[src/rtl/dual_port_mem_arbiter.sv]
// rtl/dual_port_mem_arbiter.sv - round-robin arbiter sharing one in-order memory port between two requesters
//
// Purpose: picks one of two requesters per cycle (sole requester wins, otherwise the
// round-robin pointer decides), forwards its request fields combinationally to the
// memory port, and routes in-order memory responses back to the owner recorded in a
// 2-entry owner queue. At most two requests may be outstanding.
// Optional feature macro: MEM_ARB_PERF_EN adds grant/conflict performance counters.
//
// Ports:
//   clk_i, rst_i                 clock, synchronous active-high reset
//   pN_req_i / pN_gnt_o          request handshake for requester N (N=0,1)
//   pN_addr_i/we_i/be_i/wdata_i  request fields for requester N
//   pN_rvalid_o / pN_rdata_o     response to requester N
//   mem_req_o / mem_gnt_i        request handshake toward the memory
//   mem_addr_o/we_o/be_o/wdata_o request fields of the selected requester
//   mem_rvalid_i / mem_rdata_i   in-order memory response
//   protocol_err_o               sticky: response arrived with nothing outstanding
//   perf_clr_i, perf_gnt0_o, perf_gnt1_o, perf_conflict_o  (MEM_ARB_PERF_EN only)
module dual_port_mem_arbiter #(
  parameter int ADDR_W = 32,
  parameter int DATA_W = 32
) (
  input  logic                clk_i,
  input  logic                rst_i,
  input  logic                p0_req_i,
  output logic                p0_gnt_o,
  output logic                p0_rvalid_o,
  input  logic [ADDR_W-1:0]   p0_addr_i,
  input  logic                p0_we_i,
  input  logic [DATA_W/8-1:0] p0_be_i,
  input  logic [DATA_W-1:0]   p0_wdata_i,
  output logic [DATA_W-1:0]   p0_rdata_o,
  input  logic                p1_req_i,
  output logic                p1_gnt_o,
  output logic                p1_rvalid_o,
  input  logic [ADDR_W-1:0]   p1_addr_i,
  input  logic                p1_we_i,
  input  logic [DATA_W/8-1:0] p1_be_i,
  input  logic [DATA_W-1:0]   p1_wdata_i,
  output logic [DATA_W-1:0]   p1_rdata_o,
  output logic                mem_req_o,
  input  logic                mem_gnt_i,
  input  logic                mem_rvalid_i,
  output logic [ADDR_W-1:0]   mem_addr_o,
  output logic                mem_we_o,
  output logic [DATA_W/8-1:0] mem_be_o,
  output logic [DATA_W-1:0]   mem_wdata_o,
  input  logic [DATA_W-1:0]   mem_rdata_i,
  output logic                protocol_err_o
`ifdef MEM_ARB_PERF_EN
  ,
  input  logic                perf_clr_i,
  output logic [31:0]         perf_gnt0_o,
  output logic [31:0]         perf_gnt1_o,
  output logic [31:0]         perf_conflict_o
`endif
);

  logic [1:0] count_q, count_d;
  logic [1:0] owner_q, owner_d;   // bit 0 is the head (oldest outstanding owner)
  logic       prio_q, prio_d;
  logic       err_q, err_d;

  logic any_req, sel, push, pop, slot;

  always_comb begin
    any_req = p0_req_i | p1_req_i;
    if (p0_req_i && !p1_req_i)      sel = 1'b0;
    else if (p1_req_i && !p0_req_i) sel = 1'b1;
    else if (any_req)               sel = prio_q;
    else                            sel = 1'b0;

    mem_req_o   = any_req & (count_q != 2'd2);
    mem_addr_o  = sel ? p1_addr_i  : p0_addr_i;
    mem_we_o    = sel ? p1_we_i    : p0_we_i;
    mem_be_o    = sel ? p1_be_i    : p0_be_i;
    mem_wdata_o = sel ? p1_wdata_i : p0_wdata_i;

    push     = mem_req_o & mem_gnt_i;
    p0_gnt_o = push & ~sel;
    p1_gnt_o = push & sel;

    pop         = mem_rvalid_i & (count_q != 2'd0);
    p0_rvalid_o = pop & ~owner_q[0];
    p1_rvalid_o = pop & owner_q[0];
    p0_rdata_o  = mem_rdata_i;
    p1_rdata_o  = mem_rdata_i;

    // Shift out the head first, then write the new owner into the first free slot.
    // A push only happens with count 0 or 1, so the free slot after the pop is
    // count[0] with no pop, and slot 0 when a pop frees the single occupied entry.
    owner_d = owner_q;
    if (pop) owner_d = {1'b0, owner_q[1]};
    slot = count_q[0] ^ pop;
    if (push) owner_d[slot] = sel;

    count_d = count_q - {1'b0, pop} + {1'b0, push};
    prio_d  = push ? ~sel : prio_q;
    err_d   = err_q | (mem_rvalid_i & (count_q == 2'd0));

    protocol_err_o = err_q;
  end

  always_ff @(posedge clk_i) begin
    if (rst_i) begin
      count_q <= 2'd0;
      owner_q <= 2'b00;
      prio_q  <= 1'b0;
      err_q   <= 1'b0;
    end else begin
      count_q <= count_d;
      owner_q <= owner_d;
      prio_q  <= prio_d;
      err_q   <= err_d;
    end
  end

`ifdef MEM_ARB_PERF_EN
  logic [31:0] perf_gnt0_q, perf_gnt0_d;
  logic [31:0] perf_gnt1_q, perf_gnt1_d;
  logic [31:0] perf_conflict_q, perf_conflict_d;

  // Clear takes precedence over any increment in the same cycle; counters wrap.
  always_comb begin
    perf_gnt0_d     = perf_clr_i ? 32'd0 : perf_gnt0_q + {31'd0, p0_gnt_o};
    perf_gnt1_d     = perf_clr_i ? 32'd0 : perf_gnt1_q + {31'd0, p1_gnt_o};
    perf_conflict_d = perf_clr_i ? 32'd0
                    : perf_conflict_q + {31'd0, p0_req_i & p1_req_i & mem_req_o};
    perf_gnt0_o     = perf_gnt0_q;
    perf_gnt1_o     = perf_gnt1_q;
    perf_conflict_o = perf_conflict_q;
  end

  always_ff @(posedge clk_i) begin
    if (rst_i) begin
      perf_gnt0_q     <= 32'd0;
      perf_gnt1_q     <= 32'd0;
      perf_conflict_q <= 32'd0;
    end else begin
      perf_gnt0_q     <= perf_gnt0_d;
      perf_gnt1_q     <= perf_gnt1_d;
      perf_conflict_q <= perf_conflict_d;
    end
  end
`endif

endmodule

[config.mk]
export PLATFORM = sky130hd
export DESIGN_NAME = dual_port_mem_arbiter
export DESIGN_NICKNAME = d
export VERILOG_FILES = /design/src/rtl/dual_port_mem_arbiter.sv
export SDC_FILE = /design/constraint.sdc
export NUM_CORES = 1
export LEC_CHECK = 0
export ABC_AREA = 1
export CORE_AREA = 2 2 122 124
export CTS_CLUSTER_DIAMETER = 50
export DETAILED_ROUTE_END_ITERATION = 8
export DIE_AREA = 0 0 124 126
export PLACE_DENSITY = 0.63
export SLEW_MARGIN = 20
export SYNTH_ARGS = -nofsm -noshare
export SYNTH_HDL_FRONTEND = slang
export SYNTH_SLANG_ARGS = --single-unit
[constraint.sdc]
create_clock -name clk_i -period 1.5 [get_ports clk_i]
set_input_delay 0.375 -clock clk_i [delete_from_list [all_inputs] [get_ports clk_i]]
set_output_delay 0.375 -clock clk_i [all_outputs]
set_load 0.1 [all_outputs]
# --- Word level (Yosys, flattened, before mapping) ---
# Cells that the tools add are included.
totals:
  output_inout_bits: 139
  reg_bits: 6
op_classes:
  n_eq_ne: 1
  order_cmp: 2
  reduce_logical: 7
  addsub: 2
  n_bitwise: 13
  n_mux: 12
op_table:
  columns: ["operator", "count"]
  rows:
  - ["$mux 32", 2]
  - ["$and 1x1->1", 8]
  - ["$mux 1", 5]
  - ["$mux 2", 2]
  - ["$mux 4", 1]
  - ["$logic_and 1x1->1", 3]
  - ["$add 2x1->2", 1]
  - ["$bwmux 2", 1]
  - ["$logic_not 1->1", 2]
  - ["$logic_not 2->1", 1]
  - ["$lt 1x2->1 const B", 1]
  - ["$ne 2x2->1 const B", 1]
  - ["$not 1->1", 2]
  - ["$or 1x1->1", 2]
  - ["$reduce_bool 2->1", 1]
  - ["$sub 2x1->2", 1]
  - ["$demux 1 s1", 1]
  - ["$ge 1x1->1 const B", 1]
  - ["$xor 1x1->1", 1]

# --- Longest topological paths before layout ---
logic_depth:
  ltp_word: 9
  mapped_depth: 11
  depth_no_buf: 11

# --- Worst setup path after synthesis ---
# OpenSTA, ideal clock, no wires.
synth_path:
  kind: "input to output"
  from: "in p0_req_i"
  to: "out p0_gnt_o"
  stages: 5
  n_path_buf: 1
  slack_ns: -0.954
  t_arrival_ns: 2.079
  cell_sequence: "inv_2 > nor2_2 > nor2_8 > buf_2 > nor2_1"
synth_via:
  elab_chain_cells: 6
  word_cells_on_any_way: 11
  cone_classes: "mux: 3; bitwise: 5; reduce/logical: 3"
synth_lines:
  columns: ["element", "line_no", "text"]
  rows:
  - ["from (decl)", "25", "input logic p0_req_i,"]
  - ["$or 1x1->1 or $logic_not 1->1 (tied branches)", "67, 69", null]
  - ["$mux 1 or $logic_and 1x1->1 (tied branches)", "70, 69", null]
  - ["$mux 1", "69", "else if (p1_req_i && !p0_req_i) sel = 1'b1;"]
  - ["$mux 1", "68", "if (p0_req_i && !p1_req_i) sel = 1'b0;"]
  - ["$not 1->1", "80", "p0_gnt_o = push & ~sel;"]
  - ["$and 1x1->1 *", "80", null]
  - ["to (decl)", "26", "output logic p0_gnt_o,"]
# Mark *: on every way between the ends. The rest lies on a longest branch, timed or not.

# --- Worst setup path in the final report ---
layout_path:
  from: "reg prio_q"
  to: "out mem_addr_o[11]"
layout_via:
  elab_chain_cells: 4
layout_lines:
  columns: ["element", "line_no", "text"]
  rows:
  - ["from (decl)", "61", "logic prio_q, prio_d;"]
  - ["from (signal assigned)", "113", "prio_q <= prio_d;"]
  - ["$mux 1", "70", "else if (any_req) sel = prio_q;"]
  - ["$mux 1", "69", null]
  - ["$mux 1", "68", null]
  - ["$mux 32", "74", "mem_addr_o = sel ? p1_addr_i : p0_addr_i;"]
  - ["to (decl)", "44", "output logic [ADDR_W-1:0] mem_addr_o,"]
# Every way passes these cells.

==> impl_metrics.env <==
export IMPL_antenna_found_initial=0
export IMPL_drv_slew=0
export IMPL_ant_nets=0
export IMPL_area_growth_syn_to_layout_pct=295
export IMPL_cp_max_fo=7
export IMPL_seqPwrFrac_pct=4.8
export IMPL_power_density_nw_per_um2=902
export IMPL_grt_max_degree=36
export IMPL_synth_area_leaders="nand2_1 48%, buf_4 31%, dfxtp_1 7.0%"
export IMPL_grt_usage_pct=11.9
export IMPL_cts_buffers=3
export IMPL_htreeDepth=1
export IMPL_floorplan_rows=44
export IMPL_fin_area_um2=6780
export IMPL_switchingPower_mw=3.37
export IMPL_layout_common_cells="139 x clkdlybuf4s50_1, 89 x nand2_8, 80 x buf_12"
export IMPL_viasPerCell=3.86
export IMPL_yosys_area_share_adder_pct=0.728
export IMPL_syn_area_per_cell_um2=4.98
export IMPL_hpwl_um=7520
export IMPL_grt_pass1_vias=2879
export IMPL_fin_skew_ns=0.000786
export IMPL_crit_start="prio_q"
export IMPL_antenna_cells=0
export IMPL_die_area_um2=15600
export IMPL_yosysUniqueCellTypes=16
export IMPL_dieHeight_um=126
export IMPL_grt_overflow=0
export IMPL_tightest_slew_ns=0.303
export IMPL_cp_required_ns=1.12
export IMPL_path_cells="nor2_4 -> nor2_8 -> buf_12 -> clkbuf_16 -> nand2_2 -> nand2_8 -> buf_12"
export IMPL_cpPeakStageDelay_ns=0.34
export IMPL_port_buffers=218
export IMPL_clock_sinks=6
export IMPL_synth_top_area_share_pct=48.5
export IMPL_ir_worst_vdd_mv=0.544
export IMPL_die_width_um=124
export IMPL_r2r_cells=11
export IMPL_tritoncts="built"
export IMPL_vias=2698
export IMPL_drtIter0Drc=71
export IMPL_hp_class="reg2reg"
export IMPL_fin_crit_sh_pct=125
export IMPL_leakagePower_nw=2.71
export IMPL_nFillCells=1277
export IMPL_power_frac_comb_pct=88.1
export IMPL_startpoint_type="register"
export IMPL_crit_path_end="mem_addr_o[11]"
export IMPL_swShare_pct=55.1
export IMPL_core_area_um2=14300
export IMPL_yosys_area_share_simple_pct=54.3
export IMPL_p_clk_share_pct=7.1
export IMPL_layout_drive_gt1_share_pct=59.6
export IMPL_internal_power_mw=2.75
export IMPL_worst_path_most_repeated_cell="buf_12"
export IMPL_hold_violations=0
export IMPL_crit_slowest_cell="dfxtp_2"
export IMPL_hold_buffers=0
export IMPL_layout_cells_most_common="clkdlybuf4s50_1"
export IMPL_placed_area_um2=5710
export IMPL_ys_warnings_count=0
export IMPL_drt_pass1_iterations=5
export IMPL_synth_xor_area_share_pct=0.509
export IMPL_slew_limit_headroom_pct=79.7
export IMPL_grt_setup_unrepaired="yes"
export IMPL_outcome="finished with violations"
export IMPL_r2r_end="count_q[1]"
export IMPL_finalCriticalPeriod_ns=1.87
export IMPL_synth_top_family_by_area="simple AND/OR/NAND/NOR gates"
export IMPL_wl_per_cell_um=14.4
export IMPL_synth_mux_area_share_pct=0
export IMPL_grt_pass1_wl_um=14800
export IMPL_ys_ff_latch=6
export IMPL_cp_arrival_ns=1.50
export IMPL_gp_congestion=0.780
export IMPL_nNetsFinal=694
export IMPL_syn_area_um2=1720
export IMPL_finalWorstSetupSlack_ns=-0.373
export IMPL_synth_largest_area_cell="nand2_1"
export IMPL_io_pins=315
export IMPL_drc=0
export IMPL_root_buffer="clkbuf_16"
export IMPL_clockBufferDepth=2
export IMPL_synth_compound_area_share_pct=1.67
export IMPL_fmax_mhz=534
export IMPL_maxCapViolCount=0
export IMPL_post_place_cells=683
export IMPL_power_mw=6.12
export IMPL_wirelength_um=10100
export IMPL_r2r_start="count_q[0]"
export IMPL_synth_cells=345
export IMPL_start_util_pct=12.0
export IMPL_violations="negative setup slack"
export IMPL_critical_path_class="reg2out"
export IMPL_instances_no_fill=699
export IMPL_synth_net_count=522
export IMPL_end_kind="output port"
export IMPL_r2r_slack_ns=0
export IMPL_clkTransAtPathRegs_ns=0.03
export IMPL_ys_seq_area_share_pct=6.99
export IMPL_setup_viol=74
export IMPL_clkLatencyLatePin_ns=0.23
## Yosys cell counts
| cell | n |
|---|---|
| nand2_1 | 222 |
| buf_4 | 71 |
| nor2_1 | 14 |
| inv_1 | 9 |
| buf_2 | 7 |
| dfxtp_1 | 6 |
| nand3_1 | 3 |
| a21oi_1 | 2 |
| inv_2 | 2 |
| nor2_2 | 2 |
| o21ai_0 | 2 |
| ha_1 | 1 |
| inv_4 | 1 |
| nor2_8 | 1 |
| o21ai_2 | 1 |
| xnor2_1 | 1 |
## per-layer routing
metal  vias to the layer above  GRT usage [%]  share of wire (%)
li1                       1302              -                  -
met1                      1223           11.6                 31
met2                       163           24.1                 57
met3                        10           4.08                 12
met4                         0           1.65               0.72
met5                         -              0                  0
## power groups by stage
stage	Sequential, mW	Clock [mW]	Combinational (mW)
after floorplan	0.307	0	3.74
after global placement	0.263	0	4.66
after detailed placement	0.267	0	4.71
after CTS	0.289	0.441	5.11
after global routing	0.297	0.446	5.61
final	0.292	0.435	5.39
## metrics by stage
step | hold slack (ns) | TNS (ns) | utilization, % | setup slack (ns)
3_3_place_gp | 0.518 | -61.59 | 39.9 | -0.868
2_1_floorplan | 0.444 | -1.82 | - | -0.149
4_1_cts | 0.531 | -26.61 | 44.7 | -0.417
6_report | 0.525 | -23.92 | 47.4 | -0.373
5_1_grt | 0.573 | -27.87 | 47.4 | -0.418
3_5_place_dp | 0.522 | -63.26 | 39.9 | -0.911
## critical path: cells and delay by family (launching register included)
family | cells | cell delay [ns]
buffers and inverters | 3 | 0.53
and+or+nand+nor | 4 | 0.38
DFF | 1 | 0.34
## final cells by class
type,count,area (µm²),area share (%)
multi-input combinational,249,2870,42.4
inverter,12,81.3,1.20
tap,184,230,3.39
sequential,6,129,1.90
timing repair buffer,245,3390,50.0
clock buffer,3,75.1,1.11
## timing repair
action	in CTS	in global routing
gates resized for setup	133	82
gates cloned	5	1
endpoints found under the setup margin	79	76
pin swaps	16	22
buffers inserted	7	3
## registers in the layout, indices dropped and copies added (netlist names)
name,count
count_q,2
owner_q,2
prio_q,1
protocol_err_o,1
## worst min path at each step
stage	startpoint	endpoint	slack, ns	cells past startpoint
2_1_floorplan	rst_i	owner_q[1]	0.44	1
3_3_place_gp	protocol_err_o	protocol_err_o	0.52	2
3_5_place_dp	protocol_err_o	protocol_err_o	0.52	2
4_1_cts	protocol_err_o	protocol_err_o	0.53	2
5_1_grt	prio_q	prio_q	0.57	2
6_report	protocol_err_o	protocol_err_o	0.53	2
## cells by family after synthesis
logic type	Yosys count
xor+xnor	1
fa+ha+maj	1
simple gates	242
buf+inv	90
compound gates	5
flops	6
Note: power is estimated with default switching activity, not from simulation.
